`config.mk`:
```
export PLATFORM = sky130hd
export DESIGN_NAME = countdown_timer_flat
export DESIGN_NICKNAME = d
export VERILOG_FILES = /design/src/rtl/timer_pkg.sv /design/src/rtl/countdown_timer_if.sv /design/src/rtl/countdown_timer_rise_detect.sv /design/src/rtl/countdown_timer.sv /design/src/flat_wrapper.sv
export SDC_FILE = /design/constraint.sdc
export NUM_CORES = 1
export LEC_CHECK = 0
export ABC_AREA = 1
export CORE_ASPECT_RATIO = 2
export CORE_MARGIN = 5
export CORE_UTILIZATION = 51
export CTS_CLUSTER_DIAMETER = 40
export DETAILED_ROUTE_END_ITERATION = 7
export HOLD_SLACK_MARGIN = 0.05
export PLACE_DENSITY = 0.85
export SLEW_MARGIN = 20
export SYNTH_ARGS = -nofsm -noshare
export SYNTH_HDL_FRONTEND = slang
export SYNTH_SLANG_ARGS = --single-unit
```
`constraint.sdc`:
```
create_clock -name clk -period 4.7 [get_ports clk]
set_clock_uncertainty 0.15 [all_clocks]
set_input_delay 0.705 -clock clk [delete_from_list [all_inputs] [get_ports clk]]
set_output_delay 0.705 -clock clk [all_outputs]
set_load 0.005 [all_outputs]
```
`src/rtl/timer_pkg.sv`:
```
// Shared types and constants for the MM:SS BCD countdown timer.
// Digits are packed {min_tens, min_units, sec_tens, sec_units}.
package timer_pkg;

    localparam int          DIGIT_W      = 4;
    localparam logic [3:0]  DIGIT_MAX    = 4'd9;
    localparam logic [3:0]  SEC_TENS_MAX = 4'd5;

    typedef enum logic [1:0] {
        IDLE  = 2'd0,
        RUN   = 2'd1,
        PAUSE = 2'd2,
        DONE  = 2'd3
    } state_e;

    // Rejects any non-BCD nibble and seconds-tens above 5.
    function automatic logic bcd_valid(input logic [4*DIGIT_W-1:0] v);
        return (v[15:12] <= DIGIT_MAX) && (v[11:8] <= DIGIT_MAX) &&
               (v[7:4]   <= SEC_TENS_MAX) && (v[3:0] <= DIGIT_MAX);
    endfunction

endpackage

```
`src/rtl/countdown_timer_if.sv`:
```
// Command/status bundle between the timer and its controller.
interface countdown_timer_if;
    logic        tick_in;
    logic        start;
    logic        stop;
    logic        load;
    logic [15:0] load_bcd;
    logic [15:0] digits;
    logic        running;
    logic        done;
    logic        done_pulse;
    logic        load_err;

    modport master (
        output tick_in, start, stop, load, load_bcd,
        input  digits, running, done, done_pulse, load_err
    );

    modport slave (
        input  tick_in, start, stop, load, load_bcd,
        output digits, running, done, done_pulse, load_err
    );
endinterface

```
`src/rtl/countdown_timer_rise_detect.sv`:
```
// Registers a slow input into the clk domain and flags its rising edge
// for one cycle, one cycle after the input rises.
module rise_detect (
    input  logic clk,
    input  logic rst_n,
    input  logic in,
    output logic pulse
);
    logic in_q;
    logic in_dly_q;

    always_ff @(posedge clk or negedge rst_n) begin
        if (!rst_n) begin
            in_q     <= 1'b0;
            in_dly_q <= 1'b0;
        end else begin
            in_q     <= in;
            in_dly_q <= in_q;
        end
    end

    assign pulse = in_q & ~in_dly_q;
endmodule

```
`src/rtl/countdown_timer.sv`:
```
// MM:SS BCD countdown timer with IDLE/RUN/PAUSE/DONE control and
// validated loads; every output is registered.
module countdown_timer
    import timer_pkg::*;
(
    input  logic              clk,
    input  logic              rst_n,
    countdown_timer_if.slave  bus
);
    state_e      state_q, state_d;
    logic [15:0] digits_q, digits_d;
    logic        running_q, running_d;
    logic        done_q, done_d;
    logic        done_pulse_q, done_pulse_d;
    logic        load_err_q, load_err_d;
    logic        tick_evt;
    logic [15:0] dec_val;

    rise_detect u_tick (
        .clk   (clk),
        .rst_n (rst_n),
        .in    (bus.tick_in),
        .pulse (tick_evt)
    );

    // Only ever applied to a non-zero count, so min_tens never underflows.
    function automatic logic [15:0] bcd_dec(input logic [15:0] v);
        logic [3:0] mt, mu, st, su;
        {mt, mu, st, su} = v;
        if (su != 4'd0) begin
            su = su - 4'd1;
        end else begin
            su = DIGIT_MAX;
            if (st != 4'd0) begin
                st = st - 4'd1;
            end else begin
                st = SEC_TENS_MAX;
                if (mu != 4'd0) begin
                    mu = mu - 4'd1;
                end else begin
                    mu = DIGIT_MAX;
                    mt = mt - 4'd1;
                end
            end
        end
        return {mt, mu, st, su};
    endfunction

    assign dec_val = bcd_dec(digits_q);

    always_comb begin
        state_d    = state_q;
        digits_d   = digits_q;
        load_err_d = 1'b0;

        // Load outranks stop/start everywhere except RUN, where it is dropped.
        if (bus.load && (state_q != RUN)) begin
            if (bcd_valid(bus.load_bcd)) begin
                digits_d = bus.load_bcd;
                state_d  = (state_q == DONE) ? IDLE : state_q;
            end else begin
                load_err_d = 1'b1;
            end
        end else begin
            unique case (state_q)
                IDLE: begin
                    if (bus.start && (digits_q != 16'h0000)) state_d = RUN;
                end
                RUN: begin
                    if (bus.stop) begin
                        state_d = PAUSE;
                    end else if (tick_evt) begin
                        digits_d = dec_val;
                        if (dec_val == 16'h0000) state_d = DONE;
                    end
                end
                PAUSE: begin
                    if (!bus.stop && bus.start) state_d = RUN;
                end
                DONE: ;
                default: state_d = IDLE;
            endcase
        end

        running_d    = (state_d == RUN);
        done_d       = (state_d == DONE);
        done_pulse_d = (state_d == DONE) && (state_q != DONE);
    end

    always_ff @(posedge clk or negedge rst_n) begin
        if (!rst_n) begin
            state_q      <= IDLE;
            digits_q     <= 16'h0000;
            running_q    <= 1'b0;
            done_q       <= 1'b0;
            done_pulse_q <= 1'b0;
            load_err_q   <= 1'b0;
        end else begin
            state_q      <= state_d;
            digits_q     <= digits_d;
            running_q    <= running_d;
            done_q       <= done_d;
            done_pulse_q <= done_pulse_d;
            load_err_q   <= load_err_d;
        end
    end

    assign bus.digits     = digits_q;
    assign bus.running    = running_q;
    assign bus.done       = done_q;
    assign bus.done_pulse = done_pulse_q;
    assign bus.load_err   = load_err_q;
endmodule
```
`src/flat_wrapper.sv`:
```
// flat-port wrapper written by rule: the top's interface ports become plain ports
module countdown_timer_flat import timer_pkg::*;
  (clk, rst_n, bus_tick_in, bus_start, bus_stop, bus_load, bus_load_bcd, bus_digits, bus_running, bus_done, bus_done_pulse, bus_load_err);
  countdown_timer_if bus_i ();
  input  logic clk;
  input  logic rst_n;
  input wire logic [$bits(bus_i.tick_in)-1:0] bus_tick_in;
  input wire logic [$bits(bus_i.start)-1:0] bus_start;
  input wire logic [$bits(bus_i.stop)-1:0] bus_stop;
  input wire logic [$bits(bus_i.load)-1:0] bus_load;
  input wire logic [$bits(bus_i.load_bcd)-1:0] bus_load_bcd;
  output wire logic [$bits(bus_i.digits)-1:0] bus_digits;
  output wire logic [$bits(bus_i.running)-1:0] bus_running;
  output wire logic [$bits(bus_i.done)-1:0] bus_done;
  output wire logic [$bits(bus_i.done_pulse)-1:0] bus_done_pulse;
  output wire logic [$bits(bus_i.load_err)-1:0] bus_load_err;
  assign bus_i.tick_in = bus_tick_in;
  assign bus_i.start = bus_start;
  assign bus_i.stop = bus_stop;
  assign bus_i.load = bus_load;
  assign bus_i.load_bcd = bus_load_bcd;
  assign bus_digits = bus_i.digits;
  assign bus_running = bus_i.running;
  assign bus_done = bus_i.done;
  assign bus_done_pulse = bus_i.done_pulse;
  assign bus_load_err = bus_i.load_err;
  countdown_timer u_core (.clk(clk), .rst_n(rst_n), .bus(bus_i));
endmodule
```
* Word level (Yosys, flattened, before mapping)
Cells that the tools add are included.
Word-level totals: output and inout bits 20, register bits 24
Operators by class: magnitude comparators 4, bitwise gates (word level) 2, reduce and logical (&&, ||, !) cells 17, mux-type cells 25, equality and inequality tests 9, $add $sub $neg 4
Operators by type and width (number):
- $mux W16 | 5
- $mux W4 | 9
- $logic_not A16 Y1 | 1
- $mux W2 | 8
- $reduce_bool A16 Y1 | 1
- $sub A4 B1 Y4 const B | 4
- $le A4 B4 Y1 const B | 3
- $reduce_bool A4 Y1 | 3
- $logic_and A1 B1 Y1 | 7
- $eq A2 B2 Y1 const B | 3
- $pmux W2 S3 | 1
- $eq A2 B1 Y1 const B | 2
- $le A4 B3 Y1 const B | 1
- $ne A2 B1 Y1 const B | 2
- $ne A2 B2 Y1 const B | 2
- $reduce_and A4 Y1 | 1
- $reduce_bool A2 Y1 | 2
- $logic_not A2 Y1 | 1
- $mux W1 | 2
- $and A1 B1 Y1 | 1
- $logic_not A1 Y1 | 1
- $not A1 Y1 | 1

* Longest topological paths before layout
Gate-level depths: netlist (run 1).
word-level depth 12, gate-level depth with buffers 16, depth with buffers taken out 16

* Cells and area by module
A second synthesis (run 1) with hierarchy kept.
Unflattened totals: cells, all modules 215, area total of the unflattened synthesis 1530.2 µm²
Modules (own cells, without submodules):
- countdown_timer | instances 1, cells an instance 211, area each 1470.2 µm², sequential area each 550.5 µm²
- rise_detect | instances 1, cells an instance 4, area each 60.1 µm², sequential area each 50.0 µm²

* Least setup slack after synthesis (run 1)
Ideal clock, no wire load.
kind input-to-reg, from input bus_load_bcd[13], to register u_core.digits_q[1] (netlist: u_core.bus.digits[1]), data required time 4468 ps, path buffers 1, stages on the path 8, data arrival time 1632 ps, slack 2836 ps, path through o21ai_0 nand4_1 nand2_1 nand2_1 inv_2 buf_2 nor2_1 a31oi_1
On the way: longest elaborated chain between the ends 6
Ends and longest elaborated chain:
- start: declaration | line flat_wrapper.sv:11 | input wire logic [$bits(bus_i.load_bcd)-1:0] bus_load_bcd;
- $le A4 B4 Y1 | line timer_pkg.sv:18 | return (v[15:12] <= DIGIT_MAX) && (v[11:8] <= DIGIT_MAX) &&
- $logic_and A1 B1 Y1 (2 in a row) | line timer_pkg.sv:18
- $logic_and A1 B1 Y1 | line timer_pkg.sv:19 | (v[7:4] <= SEC_TENS_MAX) && (v[3:0] <= DIGIT_MAX);
- $ne A2 B2 Y1 (no line)
- $reduce_and A4 Y1 (no line)
- end signal: assignment | line countdown_timer.sv:100 | digits_q <= digits_d;
- end: declaration | line countdown_timer.sv:11 | logic [15:0] digits_q, digits_d;
No other way between the ends. A chain may end at the register's enable or synchronous reset.

* Worst setup path in the final report (run 1)
from input bus_load, to register u_core.digits_q[14] (netlist: u_core.bus.digits[14])
On the way: longest elaborated chain between the ends 3, elaborated cells on any way between the ends 7
Ends and longest elaborated chain:
- start: declaration | line flat_wrapper.sv:10 | input wire logic [$bits(bus_i.load)-1:0] bus_load;
- $logic_and A1 B1 Y1 * | line countdown_timer.sv:57 | if (bus.load && (state_q != RUN)) begin
- $ne A2 B2 Y1 (no line), or another cell as far along
- $reduce_and A4 Y1 (no line)
Every way passes the cells marked *; elsewhere a longest branch is shown, timed or not.

==> flow_summary_export.csv, run 1 <==
group,metric,value,unit
run_status,status,"complete, no violations",
clocking,post_cts_resized,0,
sta,slew_headroom,40.8,%
synthesis,synth_mux_area_share,0,%
clocking,cts.sinks,24,
synthesis,ys.flop_type,"dfrtp_1",
synthesis,synth_top_family_by_area,"simple AND/OR/NAND/NOR gates",
synthesis,synth.net_count,225,
worst_setup_path,worstReg2RegStart,"u_core.state_q[0]",
sta,setup_violations,0,
clocking,clk_pin_slew,90,ps
drt,drc,0,
worst_setup_path,criticalPathCategory,"primary input to flip-flop",
synthesis,synthTopCellsByArea,"dfrtp_1, nand2_1, o21ai_0",
floorplan,die_h,86.1,microns
clocking,clock_latency,280,ps
clocking,tritoncts,"built",
worst_setup_path,reg2regPathDepth,8,
grt,grt_antenna_before_repair,0,
power_and_ir_drop,power.total,1190,uW
sta,rsz0062_at_grt,"no",
layout,nets,266,
drt,vias,1536,
synthesis,yosys-top-cells-count,"nand2_1, o21ai_0, inv_1",
worst_setup_path,cp-start-kind,"primary input",
drt,wl_per_cell,14.8,microns
worst_setup_path,cp_slowest_cell,"clkdlybuf4s50_1",
worst_setup_path,cpPeakStageDelay,450,ps
worst_setup_path,path_cells,"clkdlybuf4s50_1 > o21ai_2 > inv_1 > nand2_1 > nand2_1 > inv_2 > o21ai_0 > o22ai_1",
synthesis,synth_xor_area_share,0.593,%
sta,maxSlewViolCount,0,
synthesis,ys_seq_area_share,40.7,%
synthesis,synth_compound_gate_area_share,20.0,%
synthesis,synth_cell_types,25,
placement,numPortBuffers,41,
drt,ant_nets,0,
floorplan,ios,42,
sta,min_period_over_period,61.1,%
synthesis,ys_warn_count,0,
layout,area_delta_synth_final,32.2,%
sta,max_clock_freq,0.348,GHz
worst_setup_path,setup.worst_path.end,"u_core.bus.digits[14]",
clocking,holdBufCountCts,0,
floorplan,dieArea,4140,sq um
drt,drtPass1Iterations,4,
clocking,htreeDepth,1,
worst_setup_path,startpoint,"bus_load",
floorplan,start_util,53.3,%
worst_setup_path,path_max_fanout,26,
power_and_ir_drop,leakagePower,0.000917,uW
sta,finalCriticalPeriod,2870,ps
clocking,cts_buffer_depth,2,
synthesis,synthAdderAreaFrac,1.69,%
synthesis,syn_avg_cell_area,7.35,sq um
layout,utilization,70.5,%
clocking,cts_made_buffers,3,
grt,grt_max_degree,27,
run,maxCapViolCount,0,
synthesis,post-synth-top-count-cell,"nand2_1",
worst_setup_path,r2r_slack,1900,ps
grt,grt_use_total,22.2,%
drt,drt_iter0_markers,46,
layout,final_layout_size_suffix_gt1_share,7.88,%
sta,tightest_slew,888,ps
synthesis,netlist_instances,201,
clocking,clockRootBuffer,"clkbuf_8",
synthesis,synthDominantCellAreaShare,40.7,%
power_and_ir_drop,p_per_area,610,nW/um^2
layout,area.sequential,601,sq um
synthesis,async_flop_share,100,%
grt,grt-ovfl-total,0,
synthesis,syn-cell-area,1480,sq um
drt,routed_wl,4000,microns
synthesis,synth_edf_count,0,
grt,first_global_vias,1478,
clocking,post_cts_buffers,0,
worst_setup_path,cpMostUsedCell,"nand2_1",
placement,place_congestion,0.908,
power_and_ir_drop,peakVddDrop,0.000340,V
layout,fillerInstances,245,
worst_hold_path,hold_class,"flip-flop to flip-flop",
worst_setup_path,end_kind,"flip-flop",
placement,dp_hpwl,3080,microns
floorplan,std_cell_rows,27,
sta,hold_viol_final,0,
floorplan,die_x,48.0,microns
layout,multi_input_area,757,sq um
layout,num_antenna_cells,0,
grt,grt_pass1_wl,6670,microns
worst_setup_path,arrival,2920,ps
drt,viasPerCell,5.69,
sta,setup_tns,0,ps
synthesis,ys_ff_latch,24,
synthesis,yosysTopAreaCell,"dfrtp_1",
floorplan,core,2770,sq um
synthesis,synthSimpleGateAreaFrac,29.0,%
worst_setup_path,worstPathRequired,4750,ps
worst_setup_path,r2r-end,"u_core.bus.digits[14]",
-- routing by layer --
metal / track usage [%] / share of wire [%] / vias to the layer above
li1: - / - / 744
met1: 25.7 / 39 / 719
met2: 37.0 / 52 / 63
met3: 3.15 / 5.9 / 10
met4: 11.5 / 3.3 / 0
met5: 0 / 0 / -
-- power by group --
group | internal [uW] | switching (uW)
Combinational | 292 | 358
Clock | 75.0 | 69.9
Sequential | 294 | 101
Total | 661 | 529
-- state kept, by name (all words and copies together), names as in the netlist --
signal,flops
u_core.bus.digits,16
u_core.state_q,2
u_core.bus.done,1
u_core.bus.done_pulse,1
u_core.bus.load_err,1
u_core.bus.running,1
u_core.u_tick.in_dly_q,1
u_core.u_tick.in_q,1
-- area by class of cell --
| cell class | count | share of cell area [%] |
|---|---|---|
| multi-input combinational | 146 | 38.8 |
| sequential | 24 | 30.8 |
| timing repair buffer | 41 | 20.8 |
| inverter | 26 | 5.00 |
| clock buffer | 4 | 2.82 |
| tap | 29 | 1.86 |
-- kinds of logic after synthesis --
logic type,after synthesis
AND/OR/NAND/NOR,91
AO/OA/AOI/OAI,52
XOR/XNOR,1
flip-flops,24
adder cells (fa/ha/maj),2
buffers and inverters,31
-- per-stage QoR --
| step | worst slack (ps) | instance area, sq um | std cells | hold WS [ps] |
|---|---|---|---|---|
| floorplan | 2840 | 1480 | 201 | 204 |
| detailed placement | 1600 | 1900 | 266 | 219 |
| global route | 1530 | 1950 | 270 | 256 |
| CTS | 1890 | 1960 | 270 | 238 |
| finish | 1830 | 1950 | 270 | 237 |
| global placement | 1700 | 1900 | 266 | 209 |
-- worst min path at each step --
stage	from	end	slack (ps)	cells past startpoint
after detailed placement	u_core.u_tick.in_q	u_core.u_tick.in_dly_q	220	0
after CTS	u_core.u_tick.in_q	u_core.u_tick.in_dly_q	240	0
after floorplan	u_core.u_tick.in_q	u_core.u_tick.in_dly_q	200	0
after global placement	u_core.u_tick.in_q	u_core.u_tick.in_dly_q	210	0
after global routing	u_core.u_tick.in_q	u_core.u_tick.in_dly_q	260	0
final	u_core.u_tick.in_q	u_core.u_tick.in_dly_q	240	0
-- cells in the final DEF (no fill, tap or decap), types with 4 or more instances in the layout --
cell	instances
o211ai_1	8
nand4_1	5
a21oi_1	7
o22ai_1	4
nor2_2	4
nand2_2	4
nand3_1	11
clkbuf_8	4
o21ai_0	27
inv_1	25
dfrtp_1	24
nand2_1	42
nor2_1	20
clkdlybuf4s50_1	40
-- worst max-delay path: cells and delay by family --
kind	cells	cell delay, ps
buffers and inverters	3	1180
AOI/OAI and AO/OA	3	680
and+or+nand+nor	2	340
Power figures use the tool's default switching activity.
==> inputs of run 2 (changes only) <==
--- a/config.mk
+++ b/config.mk
@@ -8,11 +8,11 @@
 export ABC_AREA = 1
 export CORE_ASPECT_RATIO = 2
 export CORE_MARGIN = 5
-export CORE_UTILIZATION = 51
+export CORE_UTILIZATION = 47
 export CTS_CLUSTER_DIAMETER = 40
 export DETAILED_ROUTE_END_ITERATION = 7
 export HOLD_SLACK_MARGIN = 0.05
-export PLACE_DENSITY = 0.85
+export PLACE_DENSITY = 0.79
 export SLEW_MARGIN = 20
 export SYNTH_ARGS = -nofsm -noshare
 export SYNTH_HDL_FRONTEND = slang
==> constraint.sdc (replaced) <==
create_clock -name clk -period 2.8 [get_ports clk]
set_clock_uncertainty 0.15 [all_clocks]
set_input_delay 0.42 -clock clk [delete_from_list [all_inputs] [get_ports clk]]
set_output_delay 0.42 -clock clk [all_outputs]
set_load 0.005 [all_outputs]
==> run 2 against run 1 <==
Net effect:
- cell area rose by 2.3%
- routed wire length up 0.57%
- cell count grew 1.5%
- flip-flop and latch count stayed put
- combinational power increased by 69%
- total power increased by 74%
- first-iteration DRC count did not move
- hold slack improved by 8.2 ps
- critical path type is now flip-flop to flip-flop
- largest power group unchanged
- critical endpoint is now u_core.bus.digits[5]
- sequential share of layout area fell by 0.69 points
- critical path depth stayed put
==> flow_summary_export.csv, run 2 (synthesized netlist as in run 1, its figures left out) <==
group,metric,value,unit
drt,met2_length,2280,microns
drt,viasPerCell,5.64,
worst_setup_path,arrival,2130,ps
grt,first_global_vias,1533,
worst_hold_path,hold_class,"flip-flop to flip-flop",
worst_hold_path,hold_depth,0,
worst_setup_path,worstReg2RegStart,"u_core.state_q[0]",
clocking,clock_latency,270,ps
clocking,clockRootBuffer,"clkbuf_8",
floorplan,dieArea,4430,sq um
layout,largest_reg_flops,16,
clocking,post_cts_buffers,0,
floorplan,std_cell_rows,28,
floorplan,start_util,49.0,%
sta,maxSlewViolCount,0,
layout,area_delta_synth_final,35.3,%
clocking,clk_pin_slew,90,ps
grt,grt_max_degree,27,
placement,placed_cell_area,1930,sq um
worst_setup_path,cp_slowest_cell,"dfrtp_1",
drt,top_layer,"met4",
floorplan,die_x,49.6,microns
drt,vias,1545,
placement,dp_hpwl,3150,microns
placement,dp_cells,270,
worst_setup_path,reg2regPathDepth,8,
run_status,status,"complete, no violations",
grt,grt-ovfl-total,0,
drt,drc,0,
worst_setup_path,r2r-end,"u_core.bus.digits[5]",
sta,tightest_slew,438,ps
clocking,cts_buffer_depth,2,
floorplan,ios,42,
worst_setup_path,end_kind,"flip-flop",
layout,nets,269,
clocking,post_cts_resized,0,
placement,numPortBuffers,41,
worst_setup_path,cpPeakStageDelay,420,ps
layout,final_common_cell,"nand2_1",
clocking,htreeDepth,1,
sta,max_clock_freq,0.479,GHz
power_and_ir_drop,leakagePower,0.000938,uW
drt,wl_met3,154,microns
worst_setup_path,r2r_slack,710,ps
grt,grt_use_total,19.3,%
clocking,holdBufCountCts,0,
worst_setup_path,worst-path-buf-inv,3,
worst_setup_path,path_max_fanout,26,
run,maxCapViolCount,0,
power_and_ir_drop,peakVddDrop,0.000593,V
clocking,cts_made_buffers,3,
floorplan,core,3010,sq um
grt,grt_antenna_before_repair,0,
worst_hold_path,holdCritStartpoint,"u_core.u_tick.in_q",
grt,grt_pass1_wl,6860,microns
worst_setup_path,criticalPathCategory,"flip-flop to flip-flop",
worst_setup_path,cp-start-kind,"flip-flop",
clocking,tritoncts,"built",
sta,min_period_over_period,74.6,%
drt,wl_met1,1520,microns
drt,routed_wl,4030,microns
worst_setup_path,path_cells,"inv_1 > o21ai_2 > inv_1 > nand2_1 > nand2_1 > inv_2 > o21ai_0 > o21ai_0",
sta,setup_tns,0,ps
worst_setup_path,critPathTopFamily,"compound AO/OA/AOI/OAI gates",
layout,stdcell_count,274,
sta,rsz0062_at_grt,"no",
sta,setup_violations,0,
sta,hold_viol_final,0,
worst_setup_path,worstPathRequired,2840,ps
drt,ant_nets,0,
sta,slew_headroom,70.8,%
floorplan,die_h,89.3,microns
layout,num_antenna_cells,0,
drt,drtPass1Iterations,4,
clocking,cts.sinks,24,
layout,final_cell_area,2000,sq um
layout,final_layout_size_suffix_gt1_share,8.61,%
worst_hold_path,min_to,"u_core.u_tick.in_dly_q",
sta,finalCriticalPeriod,2090,ps
drt,drt_iter0_markers,46,
drt,wl_per_cell,14.7,microns
layout,final_cell_mix,"nand2_1, clkdlybuf4s50_1, o21ai_0",
placement,place_congestion,0.891,
power_and_ir_drop,p_per_area,1040,nW/um^2
run 2: cell count changes in the layout (fill, tap and decap cells not counted):
cell	before	now
buf_4	0	3
buf_2	1	0
bufinv_16	0	1
clkbuf_8	4	3
clkdlybuf4s50_1	40	41
run 2: where the power goes:
group	switching [uW]	internal, uW
clock	115	191
sequential	168	493
combinational	601	503
total	885	1190
run 2: worst reg2reg max path: stages, from the launching register on:
cell     delay [ps]
dfrtp_1         420
inv_1            80
o21ai_2         370
inv_1           120
nand2_1         100
nand2_1         140
inv_2           330
o21ai_0         150
o21ai_0         160
run 2: worst max-delay path by stage:
stage | startpoint | end | cells after the start
floorplan | u_core.bus.digits[0] | u_core.bus.done_pulse | 15
global placement | bus_load_bcd[9] | u_core.bus.digits[5] | 8
detailed placement | bus_load_bcd[9] | u_core.bus.digits[5] | 8
CTS | u_core.state_q[0] | u_core.bus.digits[5] | 8
global route | u_core.state_q[0] | u_core.bus.digits[5] | 8
finish | u_core.state_q[0] | u_core.bus.digits[5] | 8
run 2: routing by layer:
metal / global-route usage [%] / vias up
li1: - / 759
met1: 21.5 / 736
met2: 36.9 / 42
met3: 2.50 / 8
met4: 6.44 / 0
met5: 0 / -
run 2: metrics by stage:
step           hold WS (ps)  setup WS (ps)  power (uW)  utilization, %
2_1_floorplan         -25.6           1030        1290               -
3_3_place_gp            206            474        1750            63.9
3_5_place_dp            232            435        1780            63.9
4_1_cts                 252            700        2090            66.3
5_1_grt                 279            403        2270            66.3
6_report                245            710        2070            66.3
run 2: area by class of cell:
| type | count | area (sq um) |
|---|---|---|
| inverters | 26 | 97.6 |
| clock inverters | 1 | 30.0 |
| multi-input cells | 146 | 757 |
| repair buffers | 44 | 433 |
| clock buffers | 3 | 41.3 |
| well taps | 30 | 37.5 |
| fillers | 256 | 1020 |
| flip-flops and latches | 24 | 601 |
==> inputs of run 3 (changes only) <==
==> constraint.sdc (replaced) <==
create_clock -name clk -period 2.2 [get_ports clk]
set_clock_uncertainty 0.15 [all_clocks]
set_input_delay 0.33 -clock clk [delete_from_list [all_inputs] [get_ports clk]]
set_output_delay 0.33 -clock clk [all_outputs]
set_load 0.005 [all_outputs]
==> run 3 against run 2 <==
Net effect:
- global-route usage down 0.17 points
- first-iteration DRC count down 22%
- critical endpoint is now u_core.bus.done_pulse
- clock power fell by 2%
- cell count increased by 0.36%
- cell area decreased by 0.44%
- sequential share of layout area up 0.13 points
- hold slack got worse by 2.3 ps
- total power up 23%
- sequential power is 27% higher
- critical path type unchanged
==> flow_summary_export.csv, run 3 (synthesized netlist as in run 1, its figures left out) <==
group,metric,value,unit
drt,drc,0,
layout,stdcell_count,275,
layout,num_antenna_cells,0,
placement,dp_slack,-37.1,ps
grt,grt-ovfl-total,0,
power_and_ir_drop,pwr-share-clk,11.8,%
power_and_ir_drop,pwr-share-comb,55.4,%
grt,busiest_layer,"met2",
power_and_ir_drop,leakagePower,0.000936,uW
layout,area_delta_synth_final,34.7,%
drt,viasPerCell,5.63,
clocking,tritoncts,"built",
clocking,clockRootBuffer,"clkbuf_8",
floorplan,die_h,89.3,microns
worst_setup_path,end_kind,"flip-flop",
floorplan,dieArea,4430,sq um
floorplan,core,3010,sq um
run_status,status,"complete, no violations",
power_and_ir_drop,swShare,43.8,%
layout,final_layout_size_suffix_gt1_share,8.98,%
drt,routed_wl,3940,microns
grt,grt_use_total,19.2,%
floorplan,ios,42,
clocking,cts_buffer_depth,2,
drt,vias,1548,
power_and_ir_drop,p_switching,1120,uW
sta,whs,243,ps
placement,place_congestion,0.862,
worst_setup_path,arrival,2070,ps
layout,nets,270,
sta,finalCriticalPeriod,2010,ps
sta,rsz0062_at_grt,"no",
floorplan,die_x,49.6,microns
grt,grt_pass1_wl,6680,microns
power_and_ir_drop,p_int,1430,uW
power_and_ir_drop,p_per_area,1280,nW/um^2
drt,ant_nets,0,
clocking,cts_made_buffers,3,
clocking,post_cts_buffers,0,
sta,max_clock_freq,0.497,GHz
sta,worst_slack,190,ps
worst_hold_path,hold_class,"flip-flop to flip-flop",
clocking,htreeDepth,1,
worst_setup_path,cp-start-kind,"flip-flop",
drt,wl_per_cell,14.3,microns
grt,first_global_vias,1520,
run,maxCapViolCount,0,
placement,dp_hpwl,3030,microns
clocking,cts.sinks,24,
drt,drt_iter0_markers,36,
worst_setup_path,worstPathRequired,2260,ps
worst_setup_path,path_max_fanout,8,
layout,utilization,66.0,%
clocking,clk_pin_slew,90,ps
sta,hold_viol_final,0,
layout,final_cell_mix,"nand2_1, clkdlybuf4s50_1, o21ai_0",
layout,largest_reg_flops,16,
drt,drtPass1Iterations,4,
layout,final_common_cell,"nand2_1",
sta,maxSlewViolCount,0,
sta,min_period_over_period,91.4,%
placement,numPortBuffers,41,
sta,setup_violations,0,
floorplan,start_util,49.0,%
worst_setup_path,criticalPathCategory,"flip-flop to flip-flop",
grt,use_met3,3.34,%
clocking,post_cts_resized,0,
grt,grt_max_degree,27,
grt,grt_antenna_before_repair,0,
power_and_ir_drop,power_frac_seq,32.8,%
sta,slew_headroom,75.1,%
grt,met2_usage,35.4,%
power_and_ir_drop,peakVddDrop,0.000761,V
sta,tightest_slew,373,ps
placement,dp_cells,271,
sta,setup_tns,0,ps
floorplan,std_cell_rows,28,
clocking,holdBufCountCts,0,
clocking,clock_latency,260,ps
grt,grt_use_met1,20.3,%
==> run 3: final timing paths <==
kind | start | endpoint | slack (ps) | cells after the start
min | u_core.u_tick.in_q | u_core.u_tick.in_dly_q | 240 | 0
max in group asynchronous | rst_n | u_core.u_tick.in_q | 1390 | 2
max reg2reg | u_core.bus.digits[0] | u_core.bus.done_pulse | 190 | 15
max | u_core.bus.digits[0] | u_core.bus.done_pulse | 190 | 15
min reg2reg | u_core.u_tick.in_q | u_core.u_tick.in_dly_q | 240 | 0
min in group asynchronous | rst_n | u_core.bus.done | 260 | 2
==> run 3: power groups by stage <==
| stage | combinational [uW] | clock [uW] | sequential (uW) |
|---|---|---|---|
| floorplan | 818 | 0 | 826 |
| global placement | 1390 | 0 | 843 |
| detailed placement | 1410 | 0 | 846 |
| CTS | 1420 | 305 | 837 |
| global route | 1600 | 334 | 871 |
| finish | 1410 | 302 | 837 |
==> run 3: final cells by class <==
cell class / count / area, sq um
Fill cell: 259 / 1020
Multi-Input combinational cell: 146 / 757
Sequential cell: 24 / 601
Timing Repair Buffer: 45 / 440
Inverter: 26 / 97.6
Clock buffer: 4 / 55.1
Tap cell: 30 / 37.5
==> run 3: per-layer routing <==
layer | vias up | share of wire, %
li1 | 757 | -
met3 | 8 | 5.7
met5 | - | 0
met2 | 49 | 56
met1 | 734 | 37
met4 | 0 | 2.1
==> run 3: through the flow <==
step           cell area [sq um]  total power (uW)
6_report                    1990              2550
5_1_grt                     1990              2800
4_1_cts                     1990              2560
3_5_place_dp                1930              2260
3_3_place_gp                1930              2240
2_1_floorplan               1480              1640
==> run 3: critical path: stages (launching register included) <==
cell and delay (ps):
dfrtp_1 460, nor2_4 210, nand2_4 120, nor2_8 180, nand2_2 60, nand2_1 50, nand2_1 60, nor2_1 100
nand2_1 60, nor2_2 90, nand2_1 70, nand2_1 60, nand2_1 50, nand2_2 80, nand2_2 60, nor2_2 70
